===== src/rtl/stream_arbiter_if.sv =====
// Stream arbiter bus: N requester streams in, one granted stream out.
// slave  : the arbiter side (takes requests, drives grants and ready).
// master : the environment side (drives requests and downstream ready).
interface stream_arbiter_if #(
  parameter int  N          = 2,
  parameter int  DATA_WIDTH = 1,
  parameter type TYPE       = logic [DATA_WIDTH-1:0]
);
  localparam int SEL_WIDTH = (N > 1) ? $clog2(N) : 1;

  logic [N-1:0]         in_valid;
  logic [N-1:0]         in_ready;
  TYPE                  in_data [N];
  logic [N-1:0]         in_last;
  logic                 out_valid;
  logic                 out_ready;
  TYPE                  out_data;
  logic                 out_last;
  logic [SEL_WIDTH-1:0] out_sel;

  modport slave (
    input  in_valid, in_data, in_last, out_ready,
    output in_ready, out_valid, out_data, out_last, out_sel
  );

  modport master (
    output in_valid, in_data, in_last, out_ready,
    input  in_ready, out_valid, out_data, out_last, out_sel
  );
endinterface


===== src/rtl/stream_arbiter.sv =====
// Packet-fair round-robin stream arbiter with a zero-latency datapath.
//
// state  | meaning
// -------+-----------------------------------------------------------
// IDLE   | grant searched combinationally from ptr over in_valid
// HOLD   | grant offered but not yet accepted downstream; grant frozen
// LOCKED | packet in progress on the registered grant; others ignored
//
// ptr only advances when a last beat transfers, so a requester keeps
// the output for a whole packet and fairness is counted in packets.
module stream_arbiter #(
  parameter int  N          = 2,
  parameter int  DATA_WIDTH = 1,
  parameter type TYPE       = logic [DATA_WIDTH-1:0]
) (
  input  logic            clk,
  input  logic            rstn,
  stream_arbiter_if.slave bus
);
  localparam int SEL_WIDTH = (N > 1) ? $clog2(N) : 1;
  localparam logic [SEL_WIDTH-1:0] LAST_IDX = SEL_WIDTH'(N - 1);

  if (N < 1) begin : g_bad_n
    $fatal(1, "stream_arbiter: N must be at least 1");
  end

  typedef enum logic [1:0] {IDLE, HOLD, LOCKED} state_t;

  state_t               state_q, state_d;
  logic [SEL_WIDTH-1:0] ptr_q, ptr_d;
  logic [SEL_WIDTH-1:0] gnt_q, gnt_d;
  logic [SEL_WIDTH-1:0] rr_gnt;
  logic [SEL_WIDTH-1:0] grant;
  logic                 found;
  logic                 valid_w;
  logic                 last_w;
  logic                 xfer;
  TYPE                  data_mux;

  // Round-robin search: first valid at or above ptr, then wrap below ptr.
  // With nothing valid the grant rests on ptr so out_sel shows the pointer.
  always_comb begin
    rr_gnt = ptr_q;
    found  = 1'b0;
    for (int i = 0; i < N; i++) begin
      if (!found && (i >= int'(ptr_q)) && bus.in_valid[i]) begin
        rr_gnt = SEL_WIDTH'(i);
        found  = 1'b1;
      end
    end
    for (int i = 0; i < N; i++) begin
      if (!found && (i < int'(ptr_q)) && bus.in_valid[i]) begin
        rr_gnt = SEL_WIDTH'(i);
        found  = 1'b1;
      end
    end
  end

  assign grant    = (state_q == IDLE) ? rr_gnt : gnt_q;
  // Reset gating keeps the handshake quiet while rstn is low.
  assign valid_w  = rstn && bus.in_valid[grant];
  assign last_w   = bus.in_last[grant];
  assign data_mux = bus.in_data[grant];
  assign xfer     = valid_w && bus.out_ready;

  assign bus.out_valid = valid_w;
  assign bus.out_last  = last_w;
  assign bus.out_data  = data_mux;
  assign bus.out_sel   = grant;

  // Only the granted requester sees ready, and only when it is offering a beat.
  always_comb begin
    bus.in_ready = '0;
    if (xfer) begin
      bus.in_ready[grant] = 1'b1;
    end
  end

  // Next-state: a last beat always releases the grant and advances ptr.
  always_comb begin
    state_d = state_q;
    ptr_d   = ptr_q;
    gnt_d   = gnt_q;
    if (xfer && last_w) begin
      state_d = IDLE;
      ptr_d   = (grant == LAST_IDX) ? '0 : grant + 1'b1;
    end else if (xfer) begin
      state_d = LOCKED;
      gnt_d   = grant;
    end else if (valid_w && (state_q == IDLE)) begin
      state_d = HOLD;
      gnt_d   = grant;
    end
  end

  // State, pointer and held grant registers.
  always_ff @(posedge clk or negedge rstn) begin
    if (!rstn) begin
      state_q <= IDLE;
      ptr_q   <= '0;
      gnt_q   <= '0;
    end else begin
      state_q <= state_d;
      ptr_q   <= ptr_d;
      gnt_q   <= gnt_d;
    end
  end
endmodule


===== src/flat_wrapper.sv =====
// flat-port wrapper written by rule: the top's interface ports become plain ports
module stream_arbiter_flat 
#(
  parameter int  N          = 2,
  parameter int  DATA_WIDTH = 1,
  parameter type TYPE       = logic [DATA_WIDTH-1:0]
)
  (clk, rstn, bus_in_valid, bus_in_data, bus_in_last, bus_out_ready, bus_in_ready, bus_out_valid, bus_out_data, bus_out_last, bus_out_sel);
  stream_arbiter_if #(.N(N), .DATA_WIDTH(DATA_WIDTH), .TYPE(TYPE)) bus_i ();
  input  logic clk;
  input  logic rstn;
  input wire logic [$bits(bus_i.in_valid)-1:0] bus_in_valid;
  input wire logic [$bits(bus_i.in_data)-1:0] bus_in_data;
  input wire logic [$bits(bus_i.in_last)-1:0] bus_in_last;
  input wire logic [$bits(bus_i.out_ready)-1:0] bus_out_ready;
  output wire logic [$bits(bus_i.in_ready)-1:0] bus_in_ready;
  output wire logic [$bits(bus_i.out_valid)-1:0] bus_out_valid;
  output wire logic [$bits(bus_i.out_data)-1:0] bus_out_data;
  output wire logic [$bits(bus_i.out_last)-1:0] bus_out_last;
  output wire logic [$bits(bus_i.out_sel)-1:0] bus_out_sel;
  assign bus_i.in_valid = bus_in_valid;
  assign bus_i.in_data = {>>{bus_in_data}};
  assign bus_i.in_last = bus_in_last;
  assign bus_i.out_ready = bus_out_ready;
  assign bus_in_ready = bus_i.in_ready;
  assign bus_out_valid = bus_i.out_valid;
  assign bus_out_data = bus_i.out_data;
  assign bus_out_last = bus_i.out_last;
  assign bus_out_sel = bus_i.out_sel;
  stream_arbiter #(.N(N), .DATA_WIDTH(DATA_WIDTH), .TYPE(TYPE)) u_core (.clk(clk), .rstn(rstn), .bus(bus_i));
endmodule

===== config.mk =====
export PLATFORM = sky130hd
export DESIGN_NAME = stream_arbiter_flat
export DESIGN_NICKNAME = d
export VERILOG_FILES = /design/src/rtl/stream_arbiter_if.sv /design/src/rtl/stream_arbiter.sv /design/src/flat_wrapper.sv
export SDC_FILE = /design/constraint.sdc
export NUM_CORES = 1
export LEC_CHECK = 0
export ABC_AREA = 1
export CORE_AREA = 2 2 39 41
export DETAILED_ROUTE_END_ITERATION = 8
export DIE_AREA = 0 0 41 43
export PLACE_DENSITY = 0.53
export SYNTH_ARGS = -nofsm -noshare
export SYNTH_HDL_FRONTEND = slang
export SYNTH_SLANG_ARGS = --single-unit

===== constraint.sdc =====
create_clock -name clk -period 1.1 [get_ports clk]
set_input_delay 0.11 -clock clk [delete_from_list [all_inputs] [get_ports clk]]
set_output_delay 0.11 -clock clk [all_outputs]
set_load 0.02 [all_outputs]

* Yosys cells after proc, flatten, opt, wreduce, memory -nomap -nowiden
Cells that the tools add are included.
** Storage, ports and cells
- Flip-flop bits (word level) :: 4
- Bits of input ports :: 9
- Output and inout port bits :: 6
- Logic and storage cells :: 48
** Cells by class
- Add/subtract/negate cells :: 1
- $lt $le $gt $ge :: 5
- Mux-type cells :: 22
- Bitwise gates (word level) :: 2
- Reductions and logical operators :: 15
** Operators with widths (number)
- 2-to-1 mux 1 bit :: 17
- logical AND 1 bit :: 9
- 2-to-1 mux 2 bit :: 4
- nonzero test 3 bit :: 1
- >= comparator 2 bit, second input constant :: 1
- logical NOT 1 bit :: 2
- logical NOT 2 bit :: 1
- less-than comparator 1 x 2 -> 1 bit, second input constant :: 1
- NOT 1 -> 2 bit :: 1
- AND reduction 2 bit :: 1
- nonzero test 2 bit :: 1
- adder 1 bit, second input constant :: 1
- demux 1 bit (select 1 bit) :: 1
- >= comparator 1 bit, first input constant :: 1
- >= comparator 1 bit, second input constant :: 1
- less-than comparator 1 bit, first input constant :: 1
- NOT 1 bit :: 1

* Logic depth before layout (Yosys ltp)
- Depth in word-level cells :: 18
- Depth in mapped cells :: 11
- Gate-level depth less buffers :: 11

* Least setup slack after synthesis
OpenSTA, ideal clock, no wires.
- Path type :: register to output
- Start point :: register u_core.ptr_q
- End point :: output bus_in_ready[0]
- Data arrival time :: 1.295 ns
- Data required time :: 0.990 ns
- Slack :: -0.305 ns
- Stages on the path, launching flop included :: 8
- Path buffers :: 0
- Path through :: dfrtp_1 > nor2_2 > nor2_4 > nand2_4 > nand2_4 > nand2_2 > nand4_1 > nor2_1
** Between the ends
- Longest elaborated chain between the ends :: 16
- Elaborated cells on any way between the ends :: 24
- Those cells by class :: order compare: 4; mux: 11; reduce/logical: 9
** RTL lines
- start, declared :: line stream_arbiter.sv:30 : logic [SEL_WIDTH-1:0] ptr_q, ptr_d;
- start signal, assigned :: line stream_arbiter.sv:104 : ptr_q <= ptr_d;
- >= comparator 1 bit :: line stream_arbiter.sv:46 : if (!found && (i >= int'(ptr_q)) && bus.in_valid[i]) begin
- logical AND 1 bit :: line stream_arbiter.sv:46
- 2-to-1 mux 1 bit :: line stream_arbiter.sv:46
- logical NOT 1 bit :: line stream_arbiter.sv:46
- logical AND 1 bit :: line stream_arbiter.sv:46
- 2-to-1 mux 1 bit :: line stream_arbiter.sv:46
- logical NOT 1 bit :: line stream_arbiter.sv:52 : if (!found && (i < int'(ptr_q)) && bus.in_valid[i]) begin
- logical AND 1 bit (2 in a row) :: line stream_arbiter.sv:52
- 2-to-1 mux 1 bit (*) :: line stream_arbiter.sv:52
- 2-to-1 mux 1 bit (*) :: line stream_arbiter.sv:59 : assign grant = (state_q == IDLE) ? rr_gnt : gnt_q;
- net bus_out_sel :: line flat_wrapper.sv:20 : output wire logic [$bits(bus_i.out_sel)-1:0] bus_out_sel;
- less-than comparator 1 x 2 -> 1 bit (implied by the code) (tied with other cells) :: line stream_arbiter.sv:75 : bus.in_ready[grant] = 1'b1;
- logical AND 1 bit (implied by the code) or 2-to-1 mux 1 bit (tied branches) :: line stream_arbiter.sv:75, stream_arbiter.sv:61
- 2-to-1 mux 1 bit (implied by the code) or logical AND 1 bit (tied branches) :: line stream_arbiter.sv:75, stream_arbiter.sv:61
- demux 1 bit (select 1 bit) or logical AND 1 bit (tied branches)
- 2-to-1 mux 2 bit (*) :: line stream_arbiter.sv:74 : if (xfer) begin
- end, declared :: line flat_wrapper.sv:16 : output wire logic [$bits(bus_i.in_ready)-1:0] bus_in_ready;
Mark *: on every way through the listed nets, which the timed path passes. The rest lies on a longest branch. The select of a mux whose other input is x is not followed.

* Final worst setup path
- Start point :: input bus_in_valid[0]
- End point :: output bus_in_ready[0]
** Between the ends
- Longest elaborated chain between the ends :: 15
- Elaborated cells on any way between the ends :: 22
- Those cells by class :: order compare: 2; mux: 11; reduce/logical: 9
** RTL lines
- start, declared :: line flat_wrapper.sv:12 : input wire logic [$bits(bus_i.in_valid)-1:0] bus_in_valid;
- logical AND 1 bit :: line stream_arbiter.sv:46
- 2-to-1 mux 1 bit :: line stream_arbiter.sv:46
- logical NOT 1 bit :: line stream_arbiter.sv:46
- logical AND 1 bit :: line stream_arbiter.sv:46
- 2-to-1 mux 1 bit :: line stream_arbiter.sv:46
- logical NOT 1 bit :: line stream_arbiter.sv:52
- logical AND 1 bit (2 in a row) :: line stream_arbiter.sv:52
- 2-to-1 mux 1 bit :: line stream_arbiter.sv:52
- 2-to-1 mux 1 bit :: line stream_arbiter.sv:59
- less-than comparator 1 x 2 -> 1 bit (implied by the code) (tied with other cells) :: line stream_arbiter.sv:75
- logical AND 1 bit (implied by the code) or 2-to-1 mux 1 bit (tied branches) :: line stream_arbiter.sv:75, stream_arbiter.sv:61
- 2-to-1 mux 1 bit (implied by the code) or logical AND 1 bit (tied branches) :: line stream_arbiter.sv:75, stream_arbiter.sv:61
- demux 1 bit (select 1 bit) or logical AND 1 bit (tied branches)
- 2-to-1 mux 2 bit (*) :: line stream_arbiter.sv:74
Every way passes the cells marked *; elsewhere a longest branch is shown, timed or not. The select of a mux whose other input is x is not followed.

==> summary.txt <==
Synthesis
  • Number of synthesis warnings: 0
  • Area share of the largest cell type after synthesis: 27.78%
  • Syn_area_per_cell: 7.207 um2
  • Netlist Area Pre-Place: 360.3 um2
  • Seq/Total Area, Yosys: 27.78%
  • Area contributors post-synth: dfrtp_1 (28%), nand2_2 (10%), nand2_1 (9.4%), nand2_4 (9.4%), nor2_4 (6.3%)
  • Number of synthesized register bits: 4
  • Syn Inst Count: 50
  • Synthesized net count: 59
  • Yosys top cell by area: dfrtp_1
  • Synth cell types: 16

Power
  • Net Sw Frac: 43.51%
  • Pwr/cell area: 2631 nW/um2
  • Internal power: 1.110 mW
  • Logic pwr share: 77.5%
  • Clk network pwr share: 8.9%
  • Seq pwr share: 13.6%
  • Peak VDD IR: 1058 uV
  • Switch Pwr: 0.8551 mW
  • Leakage: 0.3802 nW

Floorplanning
  • I/O Pins: 15
  • Row count: 14
  • Core area: 1384 um2
  • Die ar.: 1763 um2
  • Chip Height: 43 um
  • Die W: 41 um
  • Starting density of the core: 26.04%

Route
  • Via-to-Cell Ratio: 4.196
  • Wire per inst: 9.314 um
  • DRT iter0 DRCs: 4
  • Number of detailed-route iterations in the first pass: 2
  • Detail Route Antenna Nets: 0
  • Drc violations: 0
  • Vias: 428
  • Drt total wl: 950 um

Setup path
  • Crit path launch: bus_in_valid[0]
  • CP Capture Type: output pin
  • Startpoint Class: input port
  • CP cell instances: clkdlybuf4s50_1 -> inv_2 -> nor2_2 -> nor2_4 -> nand2_4 -> nand2_8 -> nand2_4 -> nand4_1 -> nor2_2 -> buf_4
  • Critical Path RT: 0.99 ns
  • Reg2reg path depth: 12
  • Critical R2R Launch: u_core.ptr_q$_DFFE_PN0P_
  • Worst-path fanout max: 5
  • R2R Setup Slk: -0.40 ns
  • Setup CP Type: in2out
  • Worst R2R End: u_core.ptr_q$_DFFE_PN0P_
  • Biggest cell delay along the critical path: 0.47 ns
  • Data arrival, critical path: 1.46 ns
  • CP max stage cell: clkdlybuf4s50_1
  • Crit path to: bus_in_ready[0]

STA
  • Tcrit/Tclk final: 142.8%
  • Slew HR: 87.38%
  • Final Hold Viols: 0
  • Fin crit period: 1.571 ns
  • Clk_skew: 0.001713 ns
  • Worst Tran Pin Value: 0.1887 ns
  • Setup TNS: -4.074 ns
  • Final setup viols: 10
  • Final slew viol count: 0
  • Unrepaired setup endpoints after global routing: true
  • Fmax: 636.5 MHz
  • Setup slack after layout: -0.4710 ns

Global route
  • Pin count of the biggest net entering global routing: 6
  • GRT Util Overall: 13.80%
  • Number of global-route vias before repair: 425
  • Congestion Overflow GR: 0
  • Initial antenna violation count: 0
  • First-pass GRT wire length: 1676 um

Clocking
  • CTS tree: built
  • Worst-skew pair later-pin latency: 0.23 ns
  • Root Buffer: clkbuf_4
  • # clock sinks: 4
  • Num CTS Buffers: 3
  • Clk buf depth: 2
  • H-tree levels: 1
  • Worst-path clk slew: 0.04 ns

Hold path
  • Worst min path class: in2async

Job
  • Max_cap viols: 0

Place
  • Port bufs: 14
  • Dpl hpwl: 792.8 um
  • RD Place Congestion: 0.7532

Cells and area
  • Area growth syn-to-layout: 107.3%
  • # diodes: 0
  • Fin util: 53.98%
  • Layout Nets: 97
  • Fillers: 143
  • Layout cells sized above 1: 63.95%

Run status
  • Status: finished with violations
  • Violated checks: setup timing
-- metal layers --
layer  up-vias  part of all wire (%)  GRT usage, %
li1        232                     -             -
met1       192                    47         18.18
met2         4                    51         21.56
met3         0                   1.7         1.571
met4         0                     0         6.000
met5         -                     0             0
-- sequential cells by signal (all words and copies together) (netlist names) --
register	count
u_core.state_q	2
u_core.gnt_q	1
u_core.ptr_q	1
-- area by class of cell --
cell class,instances,area (um2),area share (%)
repair buffers,33,282.8,37.86
multi-input cells,36,279.0,37.35
flip-flops and latches,4,100.1,13.40
inverters,10,42.54,5.695
clock buffers,3,22.52,3.015
well taps,16,20.02,2.680
-- logic make-up after synthesis --
kind of cell	Yosys count	synth area share, %
compound gates	5	7.984
buf+inv	10	10.42
flops	4	27.78
simple gates	31	53.82
-- how the worst min path moves through the flow --
stage | depth (start not counted) | to | slack [ns] | start
floorplan | 0 | u_core.gnt_q$_DFFE_PN0P_ | -0.19 | rstn
global placement | 2 | u_core.state_q[1]$_DFFE_PN0P_ | 0.49 | u_core.state_q[1]$_DFFE_PN0P_
detailed placement | 2 | u_core.state_q[1]$_DFFE_PN0P_ | 0.49 | u_core.state_q[1]$_DFFE_PN0P_
CTS | 3 | u_core.ptr_q$_DFFE_PN0P_ | 0.28 | rstn
global route | 3 | u_core.ptr_q$_DFFE_PN0P_ | 0.31 | rstn
finish | 3 | u_core.ptr_q$_DFFE_PN0P_ | 0.28 | rstn
-- placed cells by master, fill, tap and decap left out, types with 2 or more instances in the layout --
master           Yosys  final
buf_4                0     21
buf_6                0      4
clkbuf_4             0      3
clkdlybuf4s50_1      0      8
dfrtp_1              4      4
inv_1                5      5
inv_2                5      3
inv_4                0      2
nand2_1              9      7
nand2_2              6      6
nand2_4              3      4
nand3_1              4      3
nand3_2              2      2
nand4_1              2      2
nor2_2               1      3
nor2_4               2      2
-- power groups by stage --
| stage | registers [mW] | logic [mW] | clock network, mW |
|---|---|---|---|
| 2_1_floorplan | 0.259 | 0.722 | 0 |
| 5_1_grt | 0.275 | 1.67 | 0.196 |
| 3_5_place_dp | 0.271 | 1.28 | 0 |
| 4_1_cts | 0.269 | 1.49 | 0.186 |
| 6_report | 0.267 | 1.52 | 0.175 |
| 3_3_place_gp | 0.267 | 1.28 | 0 |
-- Yosys cell counts (all sizes together) --
cell,count
nor2,5
dfrtp,4
inv,10
o21ai,3
a21oi,2
nand3,6
nand4,2
nand2,18
-- timing repair --
action	4_1_cts	5_1_grt
gates resized for setup	40	3
endpoints found under the setup margin	10	10
endpoints found under the hold margin	0	0
hold buffers	0	0
pin swaps	3	0
setup buffers	4	1
-- critical path, delay by kind of cell --
family | cells | cell delay (ns)
buf+inv | 3 | 0.66
simple gates | 7 | 0.69
-- per-stage QoR --
stage / hold WS, ns / worst slack [ns] / instance area (um2) / cells / total power, mW
after floorplan: -0.1856 / -0.2672 / 381.6 / 50 / 0.9811
after global placement: 0.4862 / -0.8978 / 654.4 / 95 / 1.548
after detailed placement: 0.4944 / -0.9203 / 654.4 / 95 / 1.555
after CTS: 0.2800 / -0.4952 / 729.5 / 101 / 1.946
after global routing: 0.3063 / -0.5957 / 747.0 / 102 / 2.136
final: 0.2798 / -0.4710 / 747.0 / 102 / 1.965
No activity file was read; power rests on OpenSTA's default activity.
